## config.mk

```make
export PLATFORM = sky130hd
export DESIGN_NAME = mem_wb_elastic_stage_flat
export DESIGN_NICKNAME = d
export VERILOG_FILES = /design/src/rtl/mem_wb_elastic_stage_if.sv /design/src/rtl/mem_wb_elastic_stage.sv /design/src/flat_wrapper.sv
export SDC_FILE = /design/constraint.sdc
export NUM_CORES = 1
export LEC_CHECK = 0
export ABC_AREA = 1
export CORE_MARGIN = 2
export CORE_UTILIZATION = 50
export CTS_CLUSTER_DIAMETER = 100
export DETAILED_ROUTE_END_ITERATION = 12
export GPL_ROUTABILITY_DRIVEN = 0
export PLACE_DENSITY = 0.79
export SLEW_MARGIN = 15
export SYNTH_ARGS = -nofsm -noshare
export SYNTH_HDL_FRONTEND = slang
export SYNTH_SLANG_ARGS = --single-unit
```

## constraint.sdc

```tcl
create_clock -name clk -period 6 [get_ports clk]
set_input_delay 0.6 -clock clk [delete_from_list [all_inputs] [get_ports clk]]
set_output_delay 0.6 -clock clk [all_outputs]
set_load 0.05 [all_outputs]
```

## src/rtl/mem_wb_elastic_stage_if.sv

```systemverilog
// mem_wb_elastic_stage_if: valid/ready MEM->WB entry channel carrying result, read data, rd and wb control
interface mem_wb_elastic_stage_if #(
    parameter int DATA_W = 32,
    parameter int REG_W  = 5,
    parameter int WB_W   = 2
);
    logic              valid;
    logic              ready;
    logic [DATA_W-1:0] result;
    logic [DATA_W-1:0] rdata;
    logic [REG_W-1:0]  rd;
    logic [WB_W-1:0]   wb;
    modport master (output valid, result, rdata, rd, wb, input ready);
    modport slave  (input valid, result, rdata, rd, wb, output ready);
endinterface

```

## src/rtl/mem_wb_elastic_stage.sv

```systemverilog
// mem_wb_elastic_stage: elastic MEM->WB stage with 2-entry skid buffer, flush and saturating stall counter
module mem_wb_elastic_stage #(
    parameter int DATA_W = 32,
    parameter int REG_W  = 5,
    parameter int WB_W   = 2,
    parameter int CNT_W  = 16
) (
    input  logic               clk,
    input  logic               rst,
    input  logic               i_flush,
    mem_wb_elastic_stage_if.slave  i_up,
    mem_wb_elastic_stage_if.master o_dn,
    output logic [1:0]         o_occupancy,
    output logic [CNT_W-1:0]   o_stall_cnt
);
    localparam int PW = 2 * DATA_W + REG_W + WB_W;
    typedef enum logic [1:0] {EMPTY = 2'd0, ONE = 2'd1, TWO = 2'd2} state_t;
    state_t           r_state, w_next;
    logic [PW-1:0]    r_head, r_skid, w_head_nx, w_skid_nx, w_in;
    logic             r_in_ready;
    logic [CNT_W-1:0] r_stall;
    logic             w_acc, w_pop;
    assign w_in  = {i_up.result, i_up.rdata, i_up.rd, i_up.wb};
    assign w_acc = i_up.valid & r_in_ready;
    assign w_pop = (r_state != EMPTY) & o_dn.ready;
    always_comb begin
        w_next    = r_state;
        w_head_nx = r_head;
        w_skid_nx = r_skid;
        case (r_state)
            EMPTY: if (w_acc) begin
                w_next    = ONE;
                w_head_nx = w_in;
            end
            ONE: if (w_acc && w_pop) begin
                w_head_nx = w_in;
            end else if (w_acc) begin
                w_next    = TWO;
                w_skid_nx = w_in;
            end else if (w_pop) begin
                w_next    = EMPTY;
                w_head_nx = '0;
            end
            TWO: if (w_pop) begin
                w_next    = ONE;
                w_head_nx = r_skid;
                w_skid_nx = '0;
            end
            default: w_next = EMPTY;
        endcase
        if (i_flush) begin
            w_next    = EMPTY;
            w_head_nx = '0;
            w_skid_nx = '0;
        end
    end
    always_ff @(posedge clk or posedge rst) begin
        if (rst) begin
            r_state    <= EMPTY;
            r_head     <= '0;
            r_skid     <= '0;
            r_in_ready <= 1'b1;
        end else begin
            r_state    <= w_next;
            r_head     <= w_head_nx;
            r_skid     <= w_skid_nx;
            r_in_ready <= (w_next != TWO);
        end
    end
    // counts every held-back cycle regardless of flush, saturating at all-ones
    always_ff @(posedge clk or posedge rst) begin
        if (rst)
            r_stall <= '0;
        else if ((r_state != EMPTY) && !o_dn.ready && (r_stall != {CNT_W{1'b1}}))
            r_stall <= r_stall + 1'b1;
    end
    assign i_up.ready  = r_in_ready;
    assign o_dn.valid  = (r_state != EMPTY);
    assign {o_dn.result, o_dn.rdata, o_dn.rd, o_dn.wb} = r_head;
    assign o_occupancy = r_state;
    assign o_stall_cnt = r_stall;
endmodule

```

## src/flat_wrapper.sv

```systemverilog
// flat-port wrapper written by rule: the top's interface ports become plain ports
module mem_wb_elastic_stage_flat 
#(
    parameter int DATA_W = 32,
    parameter int REG_W  = 5,
    parameter int WB_W   = 2,
    parameter int CNT_W  = 16
)
  (clk, rst, i_flush, o_occupancy, o_stall_cnt, i_up_valid, i_up_result, i_up_rdata, i_up_rd, i_up_wb, i_up_ready, o_dn_valid, o_dn_result, o_dn_rdata, o_dn_rd, o_dn_wb, o_dn_ready);
  mem_wb_elastic_stage_if #(.DATA_W(DATA_W), .REG_W(REG_W), .WB_W(WB_W)) i_up_i ();
  mem_wb_elastic_stage_if #(.DATA_W(DATA_W), .REG_W(REG_W), .WB_W(WB_W)) o_dn_i ();
  input  logic clk;
  input  logic rst;
  input  logic i_flush;
  output logic [1:0] o_occupancy;
  output logic [CNT_W-1:0] o_stall_cnt;
  input wire logic [$bits(i_up_i.valid)-1:0] i_up_valid;
  input wire logic [$bits(i_up_i.result)-1:0] i_up_result;
  input wire logic [$bits(i_up_i.rdata)-1:0] i_up_rdata;
  input wire logic [$bits(i_up_i.rd)-1:0] i_up_rd;
  input wire logic [$bits(i_up_i.wb)-1:0] i_up_wb;
  output wire logic [$bits(i_up_i.ready)-1:0] i_up_ready;
  output wire logic [$bits(o_dn_i.valid)-1:0] o_dn_valid;
  output wire logic [$bits(o_dn_i.result)-1:0] o_dn_result;
  output wire logic [$bits(o_dn_i.rdata)-1:0] o_dn_rdata;
  output wire logic [$bits(o_dn_i.rd)-1:0] o_dn_rd;
  output wire logic [$bits(o_dn_i.wb)-1:0] o_dn_wb;
  input wire logic [$bits(o_dn_i.ready)-1:0] o_dn_ready;
  assign i_up_i.valid = i_up_valid;
  assign i_up_i.result = i_up_result;
  assign i_up_i.rdata = i_up_rdata;
  assign i_up_i.rd = i_up_rd;
  assign i_up_i.wb = i_up_wb;
  assign i_up_ready = i_up_i.ready;
  assign o_dn_valid = o_dn_i.valid;
  assign o_dn_result = o_dn_i.result;
  assign o_dn_rdata = o_dn_i.rdata;
  assign o_dn_rd = o_dn_i.rd;
  assign o_dn_wb = o_dn_i.wb;
  assign o_dn_i.ready = o_dn_ready;
  mem_wb_elastic_stage #(.DATA_W(DATA_W), .REG_W(REG_W), .WB_W(WB_W), .CNT_W(CNT_W)) u_core (.clk(clk), .rst(rst), .i_flush(i_flush), .i_up(i_up_i), .o_dn(o_dn_i), .o_occupancy(o_occupancy), .o_stall_cnt(o_stall_cnt));
endmodule
```

## Word-level counts from Yosys, hierarchy flattened

Index checks and enable logic that the tools add are counted.

- Mux-type cells: 17
- Eq/ne operators: 10
- Reductions and logical operators: 10
- Add/sub/neg operators: 1
- Bitwise gates (word level): 2

Operators by type and width:

| operator | count |
|---|---|
| 71-bit 2-to-1 mux | 8 |
| 71-bit case mux with 3 select lines | 1 |
| 71-bit case mux with 2 select lines | 1 |
| 16-bit by 1-bit adder with 16-bit output, second input constant | 1 |
| 16-bit != test, second input constant | 1 |
| 2-bit 2-to-1 mux | 6 |
| 3-bit by 2-bit != test with 1-bit output, second input constant | 3 |
| 2-bit case mux with 3 select lines | 1 |
| 5-bit AND reduction | 1 |
| 4-bit by 2-bit != test with 1-bit output, second input constant | 1 |
| 4-bit != test, second input constant | 1 |
| 4-bit AND reduction | 1 |
| 4-bit nonzero test | 1 |
| 1-bit logical AND | 3 |
| 3-bit != test, second input constant | 1 |
| 3-bit nonzero test | 1 |
| 1-bit AND | 2 |
| 2-bit by 1-bit == test with 1-bit output, second input constant | 1 |
| 2-bit == test, second input constant | 1 |
| 2-bit zero test | 1 |
| 2-bit != test, second input constant | 1 |
| 2-bit nonzero test | 1 |
| 1-bit zero test | 1 |

- Register bits after elaboration: 161
- Output and inout port bits: 91
- Logic and storage cells: 45
- Input port bits: 76

## Longest topological paths before layout

Gate-level depths: netlist of run 1.

- Depth in word-level cells: 8
- Depth in mapped cells: 12
- Mapped depth without buffers: 11

## Worst setup path before layout of run 1

Ideal clock, no wire load.

- Path kind: register to register
- From: register u_core.r_state[1], in the netlist u_core.o_occupancy[1]
- To: register u_core.r_head[0]
- Stages on the path, launching flop included: 11
- Clock period less this slack: 2.311 ns
- Slack: 3.689 ns
- Library setup time: 0.066 ns
- Required time: 5.934 ns
- Buffers on the path: 1
- Arrival time: 2.245 ns
- Path through: dfrtp_1 -> inv_1 -> ha_1 -> inv_2 -> nand2_1 -> nand2_1 -> nand2_1 -> nor3_4 -> buf_6 -> nand2_1 -> nand2_1

- Longest elaborated chain between the ends: 6
- Elaborated cells between the ends (all ways): 15
- Classes of those cells: eq/ne (6); mux (3); bitwise (1); reduce/logical (5)

RTL lines:

| element | RTL line | RTL |
|---|---|---|
| start, declared | mem_wb_elastic_stage.sv:18 | `state_t r_state, w_next;` |
| start signal, assigned | mem_wb_elastic_stage.sv:64 | `r_state <= w_next;` |
| 2-bit nonzero test (*) | n/a |  |
| net o_dn_valid | flat_wrapper.sv:23 | `output wire logic [$bits(o_dn_i.valid)-1:0] o_dn_valid;` |
| 1-bit AND (*) | mem_wb_elastic_stage.sv:25 | `assign w_pop = (r_state != EMPTY) & o_dn.ready;` |
| 1-bit logical AND | mem_wb_elastic_stage.sv:35 | `ONE: if (w_acc && w_pop) begin` |
| 71-bit 2-to-1 mux | mem_wb_elastic_stage.sv:35 |  |
| 71-bit case mux with 3 select lines | mem_wb_elastic_stage.sv:30 | `case (r_state)` |
| 71-bit 2-to-1 mux | mem_wb_elastic_stage.sv:51 | `if (i_flush) begin` |
| end signal, assigned | mem_wb_elastic_stage.sv:65 | `r_head <= w_head_nx;` |
| end, declared | mem_wb_elastic_stage.sv:19 | `logic [PW-1:0] r_head, r_skid, w_head_nx, w_skid_nx, w_in;` |

The timed path passes the listed nets; every way through them passes the cells marked *.
A chain may end at the register's enable or synchronous reset.

## Worst setup path in the final report of run 1

- From: input i_flush
- To: register u_core.r_skid[70]

- Longest elaborated chain between the ends: 2
- Elaborated cells between the ends (all ways): 6
- Classes of those cells: eq/ne (3); mux (1); reduce/logical (2)

RTL lines:

| element | RTL line | RTL |
|---|---|---|
| start, declared | flat_wrapper.sv:14 | `input logic i_flush;` |
| 3-bit by 2-bit != test with 1-bit output (no source line) (tied with other cells) | n/a |  |
| 4-bit AND reduction (no source line) | n/a |  |
| end signal, assigned | mem_wb_elastic_stage.sv:66 | `r_skid <= w_skid_nx;` |
| end, declared | mem_wb_elastic_stage.sv:19 |  |

Several ways; a longest one is shown, not always the timed one.

==> results of run 1 <==
routing by layer:
metal / share of wire / routed length, microns / vias up / track usage
li1: - / - / 3438 / -
met1: 0.46 / 8540 / 3181 / 0.327
met2: 0.46 / 8660 / 205 / 0.367
met3: 0.059 / 1100 / 25 / 0.0490
met4: 0.019 / 351 / 0 / 0.0827
met5: 0 / 0 / - / 0
placed cells by master (no fill, tap or decap), drive strengths merged:
cell type	netlist	layout
nand2	662	662
clkdlybuf4s50	0	166
dfrtp	160	160
o21ai	79	79
clkbuf	20	26
inv	22	22
nor2	21	21
nand3	12	12
buf	33	7
xnor2	6	6
nand4	5	5
ha	5	5
clkinv	0	3
a21oi	2	2
bufinv	0	2
nor3	1	1
a21o	1	1
xor2	1	1
dfstp	1	1
registers in the layout (all words and copies together), names as in the netlist:
signal / cells
u_core.i_up.ready: 1
u_core.o_occupancy: 2
u_core.o_stall_cnt: 16
u_core.r_head: 71
u_core.r_skid: 71
area by class of cell:
cell class	count	share of cell area
sequential	161	0.407
multi-input combinational	795	0.328
timing repair buffer	173	0.173
clock buffer	26	0.0515
tap	188	0.0238
inverter	22	0.00885
clock inverter	5	0.00759
worst reg2reg max path: stages (launching register included):
cell	delay [ns]
dfrtp_1	0.39
inv_1	0.09
ha_1	0.29
nor2_4	0.50
nand2_1	0.19
nand3_4	0.50
buf_4	0.65
o21ai_0	0.21
cell families (layout without fill, tap and decap cells):
logic type / Yosys count / count (layout) / synth area share
buf+inv: 75 / 226 / 0.0495
simple gates: 701 / 701 / 0.351
fa+ha+maj: 5 / 5 / 0.00819
compound gates: 82 / 82 / 0.0555
flops: 161 / 161 / 0.528
xor+xnor: 7 / 7 / 0.00803
worst min path at each step:
stage,slack (ns),cells after the start,endpoint
after floorplan,0.45,2,u_core.r_skid[10]$_DFFE_PP0P_
after global placement,0.46,2,u_core.r_head[35]$_DFFE_PP0P_
after detailed placement,0.46,2,u_core.r_head[35]$_DFFE_PP0P_
after CTS,0.48,2,u_core.r_head[61]$_DFFE_PP0P_
after global routing,0.50,2,u_core.r_head[28]$_DFFE_PP0P_
final,0.48,2,u_core.r_head[61]$_DFFE_PP0P_
where the power goes:
group	internal [mW]	total [mW]	switching (mW)	leakage, nW
clock network	0.664	1.08	0.415	0.290
logic	0.715	2.44	1.73	2.55
registers	1.48	1.72	0.237	2.14
total	2.86	5.24	2.38	4.98
==> flow_summary.json, run 1 <==
{
  "die_w_microns": 128,
  "grt-ovfl-total": 0,
  "period_share": 0.497,
  "worstPathArrival_ns": 3.25,
  "finalNetCount": 1251,
  "dp_cells": 1339,
  "final_core_util": 0.656,
  "drive_gt1_frac": 0.0398,
  "syn_avg_cell_area_sq_um": 7.41,
  "critPathLaunch": "i_flush",
  "syn_nets": 1112,
  "synth_edf_count": 0,
  "die_h_microns": 128,
  "pre_cts_ws_ns": 2.57,
  "post-cts-setup-buffer-count": 0,
  "hp-class": "flip-flop to flip-flop",
  "hold_violations": 0,
  "drt_wl_total_microns": 18700,
  "synthesis.area_sq_um": 7640,
  "synth.most_common_cell": "nand2_1",
  "syn_inst": 1031,
  "cts-root-buf": "clkbuf_16",
  "io_pins": 167,
  "antenna_found_initial": 0,
  "synth_area_leaders": "dfrtp_1 52%, nand2_1 33%, o21ai_0 4.7%",
  "ys_warn_count": 0,
  "coreArea_sq_um": 15100,
  "synthDistinctLibCells": 23,
  "synth_top_area_frac": 0.524,
  "fmax_mhz": 335,
  "worst_slew_pin_slew_ns": 0.973,
  "cts_made_buffers": 17,
  "clockBufferDepth": 2,
  "die-area_sq_um": 16300,
  "layout.cells.non_filler": 1370,
  "grt_pass1_vias": 6260,
  "drv_slew": 0,
  "cp_slowest_cell": "buf_4",
  "detailed_place_hpwl_microns": 11700,
  "clock_latency_ns": 0.42,
  "firstDrtPassIters": 5,
  "reg2reg_slack_ns": 3.03,
  "drt-initial-drc-count": 654,
  "ant_nets": 0,
  "ys_seq_area_frac": 0.528,
  "clk_pin_slew_ns": 0.06,
  "fin_crit_ns": 2.98,
  "dr_total_vias": 6849,
  "drv_cap": 0,
  "max_slew_margin": 0.351,
  "drc_errors": 0,
  "post_cts_resized": 0,
  "cts_tree": "built",
  "hold_buffers": 0,
  "critPathMaxStageDelay_ns": 0.64,
  "synthFlopType": "dfrtp_1",
  "worst_slack_ns": 3.02,
  "htree_levels": 4,
  "grt_max_degree": 111,
  "gr-usage-all-layers": 0.235,
  "r2r_cells": 7,
  "reg2reg_from": "u_core.o_occupancy[0]$_DFF_PP0_",
  "end_kind": "flip-flop",
  "synth_seq_cells": 161,
  "worst-endpoint-required_ns": 6.27,
  "num_rows": 45,
  "rsz0062_at_grt": "false",
  "critPathBufInv": 2,
  "hold_start": "u_core.r_head[61]$_DFFE_PP0P_",
  "finClkSkew_ns": 0.00580,
  "crit_chain": "clkdlybuf4s50_1, nor2_4, nand2_1, nand3_4, buf_4, o21ai_0",
  "startpoint_type": "input pin",
  "cp-endpoint": "u_core.r_skid[70]$_DFFE_PP0P_",
  "fillers": 1282,
  "critPathMaxFanout": 78,
  "area_growth_pct": 29.6,
  "cpLargestDelayFamily": "simple AND/OR/NAND/NOR gates",
  "viasPerCell": 5.00,
  "cellPowerDensity_nw_per_um2": 530,
  "clock-sinks": 161,
  "design_area_sq_um": 9900,
  "yosys-top-cells-count": "662 x nand2_1, 160 x dfrtp_1, 71 x o21ai_0",
  "hold-worst-slack_ns": 0.475,
  "synth_top_area_cell": "dfrtp_1",
  "placed_cell_area_sq_um": 9310,
  "initial_core_util": 0.506,
  "ff_latch_area_sq_um": 4030,
  "grt_pass1_wl_microns": 30600,
  "p_total_mw": 5.24,
  "ir_drop_mv": 0.313,
  "setup_viol": 0,
  "critPathKind": "input pin to flip-flop",
  "num_antenna_cells": 0,
  "async_flop_share": 1.00,
  "tns_ns": 0,
  "path_depth": 6,
  "worstReg2RegEnd": "u_core.r_skid[70]$_DFFE_PP0P_",
  "status": "completed",
  "numPortBuffers": 166,
  "wl_per_cell_microns": 13.6,
  "multi_input_comb_area_sq_um": 3250,
  "static-leakage-power_nw": 4.98
}
Power figures use the tool's default switching activity.
==> run 2: changes to the inputs <==
==> constraint.sdc (replaced) <==
create_clock -name clk -period 2.8 [get_ports clk]
set_input_delay 0.28 -clock clk [delete_from_list [all_inputs] [get_ports clk]]
set_output_delay 0.28 -clock clk [all_outputs]
set_load 0.05 [all_outputs]
==> run 2 against run 1 <==
Core utilization is 0.67 points higher. Sequential power up 110%. Highest routed layer unchanged. Largest power group unchanged. Register-to-register slack got worse by 2.6 ns.
==> flow_summary.json, run 2 (same netlist as run 1, synthesis figures left out) <==
{
  "htree_levels": 4,
  "fin_crit_ns": 2.38,
  "hold-worst-slack_ns": 0.451,
  "setup_viol": 0,
  "static-leakage-power_nw": 5.03,
  "post_cts_resized": 0,
  "numPortBuffers": 166,
  "worstReg2RegEnd": "u_core.r_skid[14]$_DFFE_PP0P_",
  "drc_errors": 0,
  "clock-sinks": 161,
  "die_h_microns": 128,
  "ant_nets": 0,
  "cp-endpoint": "o_dn_valid",
  "drt_wl_total_microns": 18900,
  "detailed_place_hpwl_microns": 11900,
  "io_pins": 167,
  "critPathKind": "flip-flop to output port",
  "worst-endpoint-required_ns": 2.52,
  "final_core_util": 0.663,
  "p_total_mw": 11.4,
  "critPathLaunch": "u_core.o_occupancy[1]$_DFF_PP0_",
  "status": "completed",
  "tns_ns": 0,
  "reg2reg_from": "u_core.o_occupancy[1]$_DFF_PP0_",
  "pre_cts_ws_ns": 0.506,
  "design_area_sq_um": 10000,
  "clock_latency_ns": 0.42,
  "dr_total_vias": 6893,
  "clockBufferDepth": 2,
  "num_antenna_cells": 0,
  "worst_slack_ns": 0.416,
  "drt-initial-drc-count": 613,
  "grt_pass1_wl_microns": 32300,
  "r2r_cells": 10,
  "antenna_found_initial": 0,
  "cts_tree": "built",
  "firstDrtPassIters": 5,
  "finClkSkew_ns": 0.00711,
  "drive_gt1_frac": 0.0455,
  "startpoint_type": "flip-flop",
  "worstPathArrival_ns": 2.10,
  "finalNetCount": 1258,
  "cellPowerDensity_nw_per_um2": 1140,
  "period_share": 0.852,
  "layout.cells.non_filler": 1376,
  "wl_per_cell_microns": 13.8,
  "initial_core_util": 0.506,
  "max_slew_margin": 0.432,
  "end_kind": "output port",
  "hold_violations": 0,
  "rsz0062_at_grt": "false",
  "grt_max_degree": 162,
  "drv_slew": 0,
  "coreArea_sq_um": 15100,
  "fmax_mhz": 419,
  "grt_pass1_vias": 6651,
  "drv_cap": 0,
  "gr-usage-all-layers": 0.247,
  "die-area_sq_um": 16300,
  "worst_slew_pin_slew_ns": 0.852,
  "final_cell_mix": "661 x nand2_1, 166 x clkdlybuf4s50_1, 160 x dfrtp_1",
  "viasPerCell": 5.01,
  "cts-root-buf": "clkbuf_16",
  "hold_buffers": 0,
  "ir_drop_mv": 0.714,
  "placed_cell_area_sq_um": 9430,
  "hp-class": "input pin to asynchronous set/reset pin",
  "dp_cells": 1346,
  "reg2reg_slack_ns": 0.48,
  "grt-ovfl-total": 0,
  "clk_pin_slew_ns": 0.06,
  "post-cts-setup-buffer-count": 0,
  "area_growth_pct": 30.9,
  "die_w_microns": 128,
  "critPathMaxFanout": 5,
  "num_rows": 45,
  "final_common_cell": "nand2_1",
  "cts_made_buffers": 17
}
## run 2: cell count changes in the layout (fill, tap and decap cells not counted)
cell / before / now
buf_12: 0 / 5
buf_4: 7 / 9
clkbuf_1: 4 / 3
clkbuf_8: 5 / 4
clkinv_2: 3 / 4
clkinvlp_4: 0 / 1
inv_6: 1 / 0
## run 2: worst max-delay path, cell delays in order, from the launching register on
cell and delay, ns:
dfrtp_1 0.40, inv_1 0.10, ha_1 0.25, inv_2 0.09, clkdlybuf4s50_1 0.84
## run 2: worst min-delay path by stage
stage	endpoint	slack, ns	cells after the start
6_report	u_core.r_head[2]$_DFFE_PP0P_	0.45	3
5_1_grt	u_core.r_skid[0]$_DFFE_PP0P_	0.46	3
4_1_cts	u_core.r_skid[8]$_DFFE_PP0P_	0.44	3
3_5_place_dp	u_core.r_head[19]$_DFFE_PP0P_	0.46	2
3_3_place_gp	u_core.r_head[40]$_DFFE_PP0P_	0.46	2
2_1_floorplan	u_core.r_skid[0]$_DFFE_PP0P_	0.43	2
## run 2: where the power goes
group	internal (mW)	switching, mW
clock network	1.39	0.873
logic	1.66	3.77
registers	3.18	0.510
total	6.23	5.15
## run 2: layout make-up
type,count,area [sq um]
multi-input cells,795,3250
fillers,1295,5090
inverters,22,86.3
well taps,188,235
repair buffers,180,1830
clock inverters,6,80.1
clock buffers,24,492
flip-flops and latches,161,4030
## run 2: per-layer routing
layer  global-route usage  part of all wire  wire [microns]
met2                0.392              0.47            8900
met5                    0                 0               0
met3               0.0511             0.059            1120
met1                0.338              0.45            8530
met4               0.0931             0.020             385
==> run 3: changes to the inputs <==
--- a/config.mk
+++ b/config.mk
@@ -6,6 +6,7 @@
 export NUM_CORES = 1
 export LEC_CHECK = 0
 export ABC_AREA = 1
+export CORE_ASPECT_RATIO = 1.4
 export CORE_MARGIN = 2
 export CORE_UTILIZATION = 50
 export CTS_CLUSTER_DIAMETER = 100
==> run 3 against run 2 <==
Maximum frequency rose by 0.20%. Worst hold slack got worse by 0.093 ns. Largest cell class unchanged. Worst setup slack improved by 0.0048 ns. Critical endpoint unchanged.
==> flow_summary.json, run 3 (same netlist as run 1, synthesis figures left out) <==
{
  "clockBufferDepth": 2,
  "grt_pass1_vias": 6539,
  "cp_slowest_cell": "clkdlybuf4s50_1",
  "clk_pin_slew_ns": 0.07,
  "period_share": 0.850,
  "htree_levels": 4,
  "drt_wl_total_microns": 19100,
  "final_common_cell": "nand2_1",
  "num_antenna_cells": 0,
  "die_h_microns": 150,
  "critPathKind": "flip-flop to output port",
  "critPathBufInv": 3,
  "cts_made_buffers": 17,
  "numPortBuffers": 166,
  "die_w_microns": 108,
  "gr-usage-all-layers": 0.248,
  "status": "completed",
  "dr_total_vias": 6881,
  "cts_tree": "built",
  "hold_violations": 0,
  "drt-initial-drc-count": 450,
  "critPathMaxFanout": 5,
  "worstPathArrival_ns": 2.10,
  "detailed_place_hpwl_microns": 12300,
  "drive_gt1_frac": 0.0480,
  "final_cell_mix": "661 x nand2_1, 166 x clkdlybuf4s50_1, 160 x dfrtp_1",
  "firstDrtPassIters": 5,
  "hold_buffers": 0,
  "cts-root-buf": "clkbuf_16",
  "post-cts-setup-buffer-count": 0,
  "finalNetCount": 1256,
  "placed_cell_area_sq_um": 9430,
  "drv_cap": 0,
  "tns_ns": 0,
  "grt_pass1_wl_microns": 31900,
  "hp-class": "input pin to asynchronous set/reset pin",
  "p_total_mw": 11.3,
  "grt_max_degree": 104,
  "grt-ovfl-total": 0,
  "hold-worst-slack_ns": 0.358,
  "max_slew_margin": 0.484,
  "end_kind": "output port",
  "ir_drop_mv": 0.592,
  "crit_chain": "inv_1, ha_1, inv_2, clkdlybuf4s50_1",
  "design_area_sq_um": 10000,
  "worst_slew_pin_slew_ns": 0.774,
  "clock_latency_ns": 0.42,
  "antenna_found_initial": 0,
  "initial_core_util": 0.510,
  "wl_per_cell_microns": 13.8,
  "critPathMaxStageDelay_ns": 0.84,
  "cellPowerDensity_nw_per_um2": 1130,
  "setup_viol": 0,
  "die-area_sq_um": 16300,
  "cpLargestDelayFamily": "buffers and inverters",
  "area_growth_pct": 30.9,
  "coreArea_sq_um": 15000,
  "clock-sinks": 161,
  "startpoint_type": "flip-flop",
  "fmax_mhz": 420,
  "drc_errors": 0,
  "static-leakage-power_nw": 5.01,
  "ant_nets": 0,
  "io_pins": 167,
  "viasPerCell": 4.99,
  "finClkSkew_ns": 0.0124,
  "num_rows": 53,
  "drv_slew": 0,
  "worst-endpoint-required_ns": 2.52,
  "post_cts_resized": 0,
  "fin_crit_ns": 2.38,
  "rsz0062_at_grt": "false"
}
run 3: path summary, 6_finish.rpt:
path | start | endpoint | slack (ns) | cells past startpoint
min | rst | u_core.r_head[37]$_DFFE_PP0P_ | 0.36 | 3
min in group clk | i_up_rdata[8] | u_core.r_skid[15]$_DFFE_PP0P_ | 0.46 | 3
max | u_core.o_occupancy[1]$_DFF_PP0_ | o_dn_valid | 0.42 | 4
min reg2reg | u_core.r_head[48]$_DFFE_PP0P_ | u_core.r_head[48]$_DFFE_PP0P_ | 0.48 | 2
max in group asynchronous | rst | u_core.r_skid[20]$_DFFE_PP0P_ | 1.85 | 3
max reg2reg | u_core.o_occupancy[1]$_DFF_PP0_ | u_core.r_head[28]$_DFFE_PP0P_ | 0.48 | 10
run 3: routing by layer:
layer / share of wire / wire length [microns] / GRT usage / vias up
li1: - / - / - / 3454
met1: 0.43 / 8150 / 0.315 / 3214
met2: 0.51 / 9680 / 0.426 / 192
met3: 0.049 / 943 / 0.0489 / 21
met4: 0.018 / 341 / 0.0788 / 0
met5: 0 / 0 / 0 / -
run 3: through the flow:
step           worst slack (ns)  cells  utilization
5_1_grt                   0.277   1380        0.667
6_report                  0.420   1380        0.667
2_1_floorplan             0.478   1031            -
3_3_place_gp              0.584   1348        0.629
4_1_cts                   0.411   1380        0.667
3_5_place_dp              0.439   1348        0.629
run 3: cell type report:
class,count,area (sq um)
Inverter,22,86.3
Multi-Input combinational cell,795,3250
Clock inverter,15,143
Timing Repair Buffer,178,1830
Fill cell,1297,4990
Sequential cell,161,4030
Clock buffer,17,425
Tap cell,192,240
run 3: tightest hold or removal path, stage by stage:
cell,delay [ns]
clkdlybuf4s50_1,0.44
clkinvlp_4,0.11
buf_12,0.40
run 3: power by group:
part | leakage (nW) | switching, mW | total [mW] | internal (mW)
clock | 0.276 | 1.03 | 2.22 | 1.18
sequential | 2.14 | 0.539 | 3.72 | 3.18
combinational | 2.60 | 3.74 | 5.38 | 1.64
